===== src/rtl/lcd_bus_driver.sv =====
// -----------------------------------------------------------------------------
// lcd_bus_driver
//
// Write-only byte driver for an HD44780-style character LCD bus. A one-cycle
// start request latches data/irs onto lcd_data/lcd_rs. The driver then waits
// SETUP_CYC cycles and drives an EN strobe that is high for EN_HIGH_CYC
// cycles. It holds the bus for HOLD_CYC cycles and finally pulses done for
// one cycle.
//
// Optional feature (macro LCD_BUSY_WAIT_EN):
//   When defined, an execution wait follows the hold phase. The wait lasts
//   LONG_EXEC_CYC cycles for the clear (8'h01) and home (8'h02) commands, and
//   EXEC_CYC cycles for every other byte. When undefined, the hold phase goes
//   straight to done and the upstream sequencer supplies the inter-command
//   delay.
//
// Ports:
//   clk       in   rising-edge system clock
//   rst       in   synchronous, active-low reset
//   data      in   [7:0] byte to write
//   irs       in   register select for the byte (0 command, 1 character)
//   start     in   one-cycle write request, honoured only while idle
//   done      out  one-cycle pulse when the write completes
//   lcd_data  out  [7:0] LCD data bus
//   lcd_rw    out  LCD read/write, tied to 0 (write only)
//   lcd_en    out  LCD enable strobe (registered)
//   lcd_rs    out  LCD register select
//   lcd_on    out  LCD power enable, set from the first clock out of reset
// -----------------------------------------------------------------------------
module lcd_bus_driver #(
    parameter int SETUP_CYC     = 2,
    parameter int EN_HIGH_CYC   = 16,
    parameter int HOLD_CYC      = 2,
    parameter int EXEC_CYC      = 2500,
    parameter int LONG_EXEC_CYC = 82000
) (
    input  logic       clk,
    input  logic       rst,
    input  logic [7:0] data,
    input  logic       irs,
    input  logic       start,
    output logic       done,
    output logic [7:0] lcd_data,
    output logic       lcd_rw,
    output logic       lcd_en,
    output logic       lcd_rs,
    output logic       lcd_on
);

    localparam logic [2:0] S_IDLE  = 3'd0;
    localparam logic [2:0] S_SETUP = 3'd1;
    localparam logic [2:0] S_PULSE = 3'd2;
    localparam logic [2:0] S_HOLD  = 3'd3;
    localparam logic [2:0] S_EXEC  = 3'd4;
    localparam logic [2:0] S_DONE  = 3'd5;

    // The shared counter is loaded with (duration - 1) on entry to a timed
    // state. The state exits in the cycle where the counter reads zero.
    // Seventeen bits cover every duration up to 131071 without wrapping.
    localparam logic [16:0] SETUP_LOAD     = 17'(SETUP_CYC - 1);
    localparam logic [16:0] PULSE_LOAD     = 17'(EN_HIGH_CYC - 1);
    localparam logic [16:0] HOLD_LOAD      = 17'(HOLD_CYC - 1);
    localparam logic [16:0] EXEC_LOAD      = 17'(EXEC_CYC - 1);
    localparam logic [16:0] LONG_EXEC_LOAD = 17'(LONG_EXEC_CYC - 1);

    logic [2:0]  state_reg, state_next;
    logic [16:0] cnt_reg, cnt_next;
    logic [7:0]  data_reg, data_next;
    logic        rs_reg, rs_next;
    logic        en_reg, en_next;
    logic        done_reg, done_next;
    logic        on_reg;
    logic        cnt_expired;
    logic        long_cmd;

    assign cnt_expired = (cnt_reg == 17'd0);

    // Clear display and return home need the long execution time.
    assign long_cmd = !rs_reg && ((data_reg == 8'h01) || (data_reg == 8'h02));

    // Next-state and bus-latch logic.
    always_comb begin
        state_next = state_reg;
        data_next  = data_reg;
        rs_next    = rs_reg;
        case (state_reg)
            S_IDLE: begin
                if (start) begin
                    state_next = S_SETUP;
                    data_next  = data;
                    rs_next    = irs;
                end
            end
            S_SETUP: begin
                if (cnt_expired) begin
                    state_next = S_PULSE;
                end
            end
            S_PULSE: begin
                if (cnt_expired) begin
                    state_next = S_HOLD;
                end
            end
            S_HOLD: begin
                if (cnt_expired) begin
`ifdef LCD_BUSY_WAIT_EN
                    state_next = S_EXEC;
`else
                    state_next = S_DONE;
`endif
                end
            end
            S_EXEC: begin
                if (cnt_expired) begin
                    state_next = S_DONE;
                end
            end
            S_DONE: begin
                // A start seen in this cycle is dropped; the next request
                // is taken from the following idle cycle.
                state_next = S_IDLE;
            end
            default: begin
                state_next = S_IDLE;
            end
        endcase
    end

    // Counter: reload on every state change with the length of the state
    // being entered. Otherwise count down to zero and hold there.
    always_comb begin
        cnt_next = cnt_reg;
        if (state_next != state_reg) begin
            case (state_next)
                S_SETUP: cnt_next = SETUP_LOAD;
                S_PULSE: cnt_next = PULSE_LOAD;
                S_HOLD:  cnt_next = HOLD_LOAD;
                S_EXEC:  cnt_next = long_cmd ? LONG_EXEC_LOAD : EXEC_LOAD;
                default: cnt_next = 17'd0;
            endcase
        end else if (!cnt_expired) begin
            cnt_next = cnt_reg - 17'd1;
        end
    end

    // EN and done are decoded from the next state and then registered. This
    // keeps both outputs glitch-free and aligned with the state they mark.
    always_comb begin
        en_next   = (state_next == S_PULSE);
        done_next = (state_next == S_DONE);
    end

    always_ff @(posedge clk) begin
        if (!rst) begin
            state_reg <= S_IDLE;
            cnt_reg   <= 17'd0;
            data_reg  <= 8'h00;
            rs_reg    <= 1'b0;
            en_reg    <= 1'b0;
            done_reg  <= 1'b0;
            on_reg    <= 1'b0;
        end else begin
            state_reg <= state_next;
            cnt_reg   <= cnt_next;
            data_reg  <= data_next;
            rs_reg    <= rs_next;
            en_reg    <= en_next;
            done_reg  <= done_next;
            on_reg    <= 1'b1;
        end
    end

    assign done     = done_reg;
    assign lcd_data = data_reg;
    assign lcd_rw   = 1'b0;
    assign lcd_en   = en_reg;
    assign lcd_rs   = rs_reg;
    assign lcd_on   = on_reg;

endmodule


===== config.mk =====
export PLATFORM = sky130hd
export DESIGN_NAME = lcd_bus_driver
export DESIGN_NICKNAME = d
export VERILOG_FILES = /design/src/rtl/lcd_bus_driver.sv
export SDC_FILE = /design/constraint.sdc
export NUM_CORES = 1
export LEC_CHECK = 0
export ABC_AREA = 1
export BUFFER_PORTS_ARGS = -buffer_cell sky130_fd_sc_hd__buf_4
export CAP_MARGIN = 20
export CORE_MARGIN = 10
export CORE_UTILIZATION = 58
export CTS_BUF_LIST = sky130_fd_sc_hd__clkbuf_8
export DETAILED_ROUTE_END_ITERATION = 7
export PLACE_DENSITY = 0.9
export SYNTH_ARGS = -nofsm -noshare
export SYNTH_HDL_FRONTEND = slang
export SYNTH_SLANG_ARGS = --single-unit

===== constraint.sdc =====
create_clock -name clk -period 2 [get_ports clk]
set_input_delay 0.1 -clock clk [delete_from_list [all_inputs] [get_ports clk]]
set_output_delay 0.1 -clock clk [all_outputs]
set_load 0.02 [all_outputs]

==> flow_metrics.env <==
export IMPL_cpMaxStageDelayCell="dfxtp_1"
export IMPL_final_nets=241
export IMPL_stdcell_count=258
export IMPL_ir_worst_vdd_v=0.00158
export IMPL_maxSlewViolCount=0
export IMPL_crit_fanout=8
export IMPL_die_y_um=72.1
export IMPL_path_class="reg -> reg"
export IMPL_rows=18
export IMPL_fmax_mhz=526
export IMPL_synth_cells=195
export IMPL_synthDistinctLibCells=32
export IMPL_power_frac_seq_pct=23.9
export IMPL_r2r_cells=12
export IMPL_tritoncts="built"
export IMPL_antenna_cells=0
export IMPL_crit_arrival_ns=2.12
export IMPL_switchingPower_mw=2.03
export IMPL_drc_errors=0
export IMPL_p_comb_share_pct=60.6
export IMPL_cp_required_ns=2.21
export IMPL_critPathTopFamily="simple AND/OR/NAND/NOR gates"
export IMPL_post_place_ws_ns=0.0921
export IMPL_coreArea_um2=2540
export IMPL_start_kind="flip-flop"
export IMPL_drt_iter0_markers=92
export IMPL_r2r_end="cnt_reg[11]"
export IMPL_overflow=0
export IMPL_antenna_found_initial=0
export IMPL_worstMarginPinSlew_ns=0.556
export IMPL_leakage_nw=0.867
export IMPL_p_per_area_nw_per_um2=2190
export IMPL_hpwl_um=2620
export IMPL_area_growth_pct=25.5
export IMPL_hold_viol=0
export IMPL_finalWeightedCongestion=0.879
export IMPL_syn_area_um2=1580
export IMPL_min_to="lcd_on"
export IMPL_grt_pass1_wl_um=6190
export IMPL_clk_path_buf_depth=2
export IMPL_whs_ns=0.0502
export IMPL_outcome="finished, final reports clean"
export IMPL_ant_nets=0
export IMPL_dieWidth_um=72.1
export IMPL_clkPwrFrac_pct=15.5
export IMPL_ys_seq_area_share_pct=40.7
export IMPL_rrSetupSlack_ns=0.1
export IMPL_drtPass1Iterations=4
export IMPL_place_inst=248
export IMPL_root_buffer="clkbuf_8"
export IMPL_clk_insertion_delay_late_ns=0.28
export IMPL_largest_reg_flops=17
export IMPL_min_delay_start="rst"
export IMPL_ioPinCount=25
export IMPL_htreeDepth=2
export IMPL_syn_avg_cell_area_um2=8.08
export IMPL_p_int_mw=2.29
export IMPL_synth_compound_area_share_pct=7.78
export IMPL_synth_xor_area_share_pct=8.34
export IMPL_netSwitchingFraction_pct=46.9
export IMPL_hp_class="in -> reg"
export IMPL_start_util_pct=61.9
export IMPL_slew_headroom_pct=62.9
export IMPL_detailroute_via_count=1466
export IMPL_cts_buffers=5
export IMPL_worst_slack_ns=0.0976
export IMPL_wire_per_inst_um=15.6
export IMPL_min_period_over_period_pct=95.1
export IMPL_ys_ff_latch=32
export IMPL_period_minus_slack_ns=1.90
export IMPL_grtUsageTotal_pct=14.9
export IMPL_synthMuxAreaShare_pct=0
export IMPL_worst_path_buf_inv=3
export IMPL_synth_simple_gate_area_share_pct=35.8
export IMPL_die_area_um2=5200
export IMPL_setup_viol=0
export IMPL_critPathCaptureType="flip-flop"
export IMPL_drive_gt1_share_pct=28.9
export IMPL_ys_warnings_count=0
export IMPL_grt_max_degree=15
export IMPL_syn_nets=209
export IMPL_clk_pin_slew_ns=0.07
export IMPL_grt_pass1_vias=1325
export IMPL_io_buffers=23
export IMPL_clock_skew_ns=0.00355
export IMPL_ctsHoldBuffers=0
export IMPL_whs_path_depth=1
export IMPL_slowest_delay_ns=0.35
export IMPL_timing_rr_start="cnt_reg[0]"
export IMPL_cp_cell_sequence="inv_1 -> ha_1 -> inv_1 -> nor2_1 -> nand2_1 -> nor2_2 -> nand2_4 -> nand3_4 -> a21oi_4 -> nand2_4 -> buf_12 -> nor3_2"
export IMPL_clkSinkCount=32
export IMPL_synth_top_family_by_area="simple AND/OR/NAND/NOR gates"
export IMPL_routed_wl_um=4040
export IMPL_maxCapViolations=0
export IMPL_viasPerCell=5.68
export IMPL_synth_adder_area_share_pct=1.59
[how the worst max path moves through the flow]
| stage | from | to | slack, ns | cells after the start |
|---|---|---|---|---|
| global route | cnt_reg[0] | cnt_reg[8] | -0.02 | 12 |
| floorplan | cnt_reg[0] | cnt_reg[11] | 0.39 | 12 |
| detailed placement | cnt_reg[1] | cnt_reg[14] | 0.09 | 13 |
| finish | cnt_reg[0] | cnt_reg[11] | 0.1 | 12 |
| global placement | cnt_reg[0] | cnt_reg[15] | 0.21 | 13 |
| CTS | cnt_reg[1] | cnt_reg[15] | 0.03 | 13 |
[kinds of logic (layout without fill, tap and decap cells)]
logic type | Yosys count | after routing
other cells | 1 | 1
compound gates | 20 | 20
buf+inv | 20 | 53
xor+xnor | 15 | 15
flops | 32 | 32
simple gates | 105 | 105
fa+ha+maj | 2 | 2
[cell type report]
class	count	area (um^2)
inverters	15	60.1
well taps	30	37.5
fillers	167	568
multi-input cells	143	870
flip-flops and latches	32	642
clock buffers	7	96.3
repair buffers	30	241
clock inverters	1	30.0
[metrics by stage]
step | util (%) | TNS (ns) | instance area (um^2) | power, mW
final | 77.7 | 0 | 1980 | 4.32
after global routing | 77.7 | -0.150 | 1980 | 4.64
after CTS | 75.4 | 0 | 1920 | 4.08
after detailed placement | 70.4 | 0 | 1790 | 3.36
after global placement | 70.4 | 0 | 1790 | 3.29
after floorplan | - | 0 | 1580 | 2.83
[repair_timing]
| action | 4_1_cts | 5_1_grt |
|---|---|---|
| gates resized for setup | 0 | 7 |
| buffers inserted | 0 | 2 |
| endpoints found under the setup margin | 0 | 12 |
[placed cells by master (no fill, tap or decap), drive strengths merged]
| cell type | instances |
|---|---|
| a21o | 1 |
| clkinvlp | 1 |
| clkinv | 1 |
| bufinv | 1 |
| nand2 | 23 |
| o21ai | 13 |
| xor2 | 7 |
| buf | 30 |
| clkbuf | 7 |
| conb | 1 |
| inv | 13 |
| xnor2 | 8 |
| a21oi | 3 |
| nand3b | 1 |
| o2111ai | 1 |
| nor2 | 49 |
| nand4 | 4 |
| nor4 | 10 |
| dfxtp | 32 |
| o211ai | 2 |
| nor3 | 7 |
| nor3b | 1 |
| nand3 | 10 |
| ha | 2 |
[routing by layer]
layer / wire [um] / GRT usage, % / share of wire, %
met1: 1640 / 16.8 / 41
met4: 85 / 6.02 / 2.1
met3: 273 / 6.12 / 6.8
met2: 2040 / 24.3 / 50
met5: 0 / 0 / 0
[power groups by stage]
stage                     logic (mW)  clock network [mW]  registers (mW)
after floorplan                 1.76                   0            1.07
after global placement          2.26                   0            1.02
after detailed placement        2.33                   0            1.03
after CTS                       2.38               0.679            1.02
after global routing            2.88               0.708            1.05
final                           2.62               0.671            1.03
[synthesized netlist by cell type, drive strengths merged]
cell type / count / area [um^2]
ha: 2 / 25.0
o21ai: 13 / 65.1
nor3b: 1 / 7.51
clkbuf: 1 / 3.75
nor4: 10 / 106
nand2: 23 / 98.8
clkinv: 2 / 7.51
nor3: 7 / 55.1
a21oi: 3 / 26.3
xor2: 7 / 61.3
o211ai: 2 / 15.0
inv: 13 / 48.8
xnor2: 8 / 70.1
nor2: 49 / 199
dfxtp: 32 / 641
nand3b: 1 / 7.51
buf: 4 / 27.5
a21o: 1 / 7.51
o2111ai: 1 / 8.76
nand3: 10 / 65.1
conb: 1 / 3.75
nand4: 4 / 25.0
Note: power is estimated with default switching activity, not from simulation.
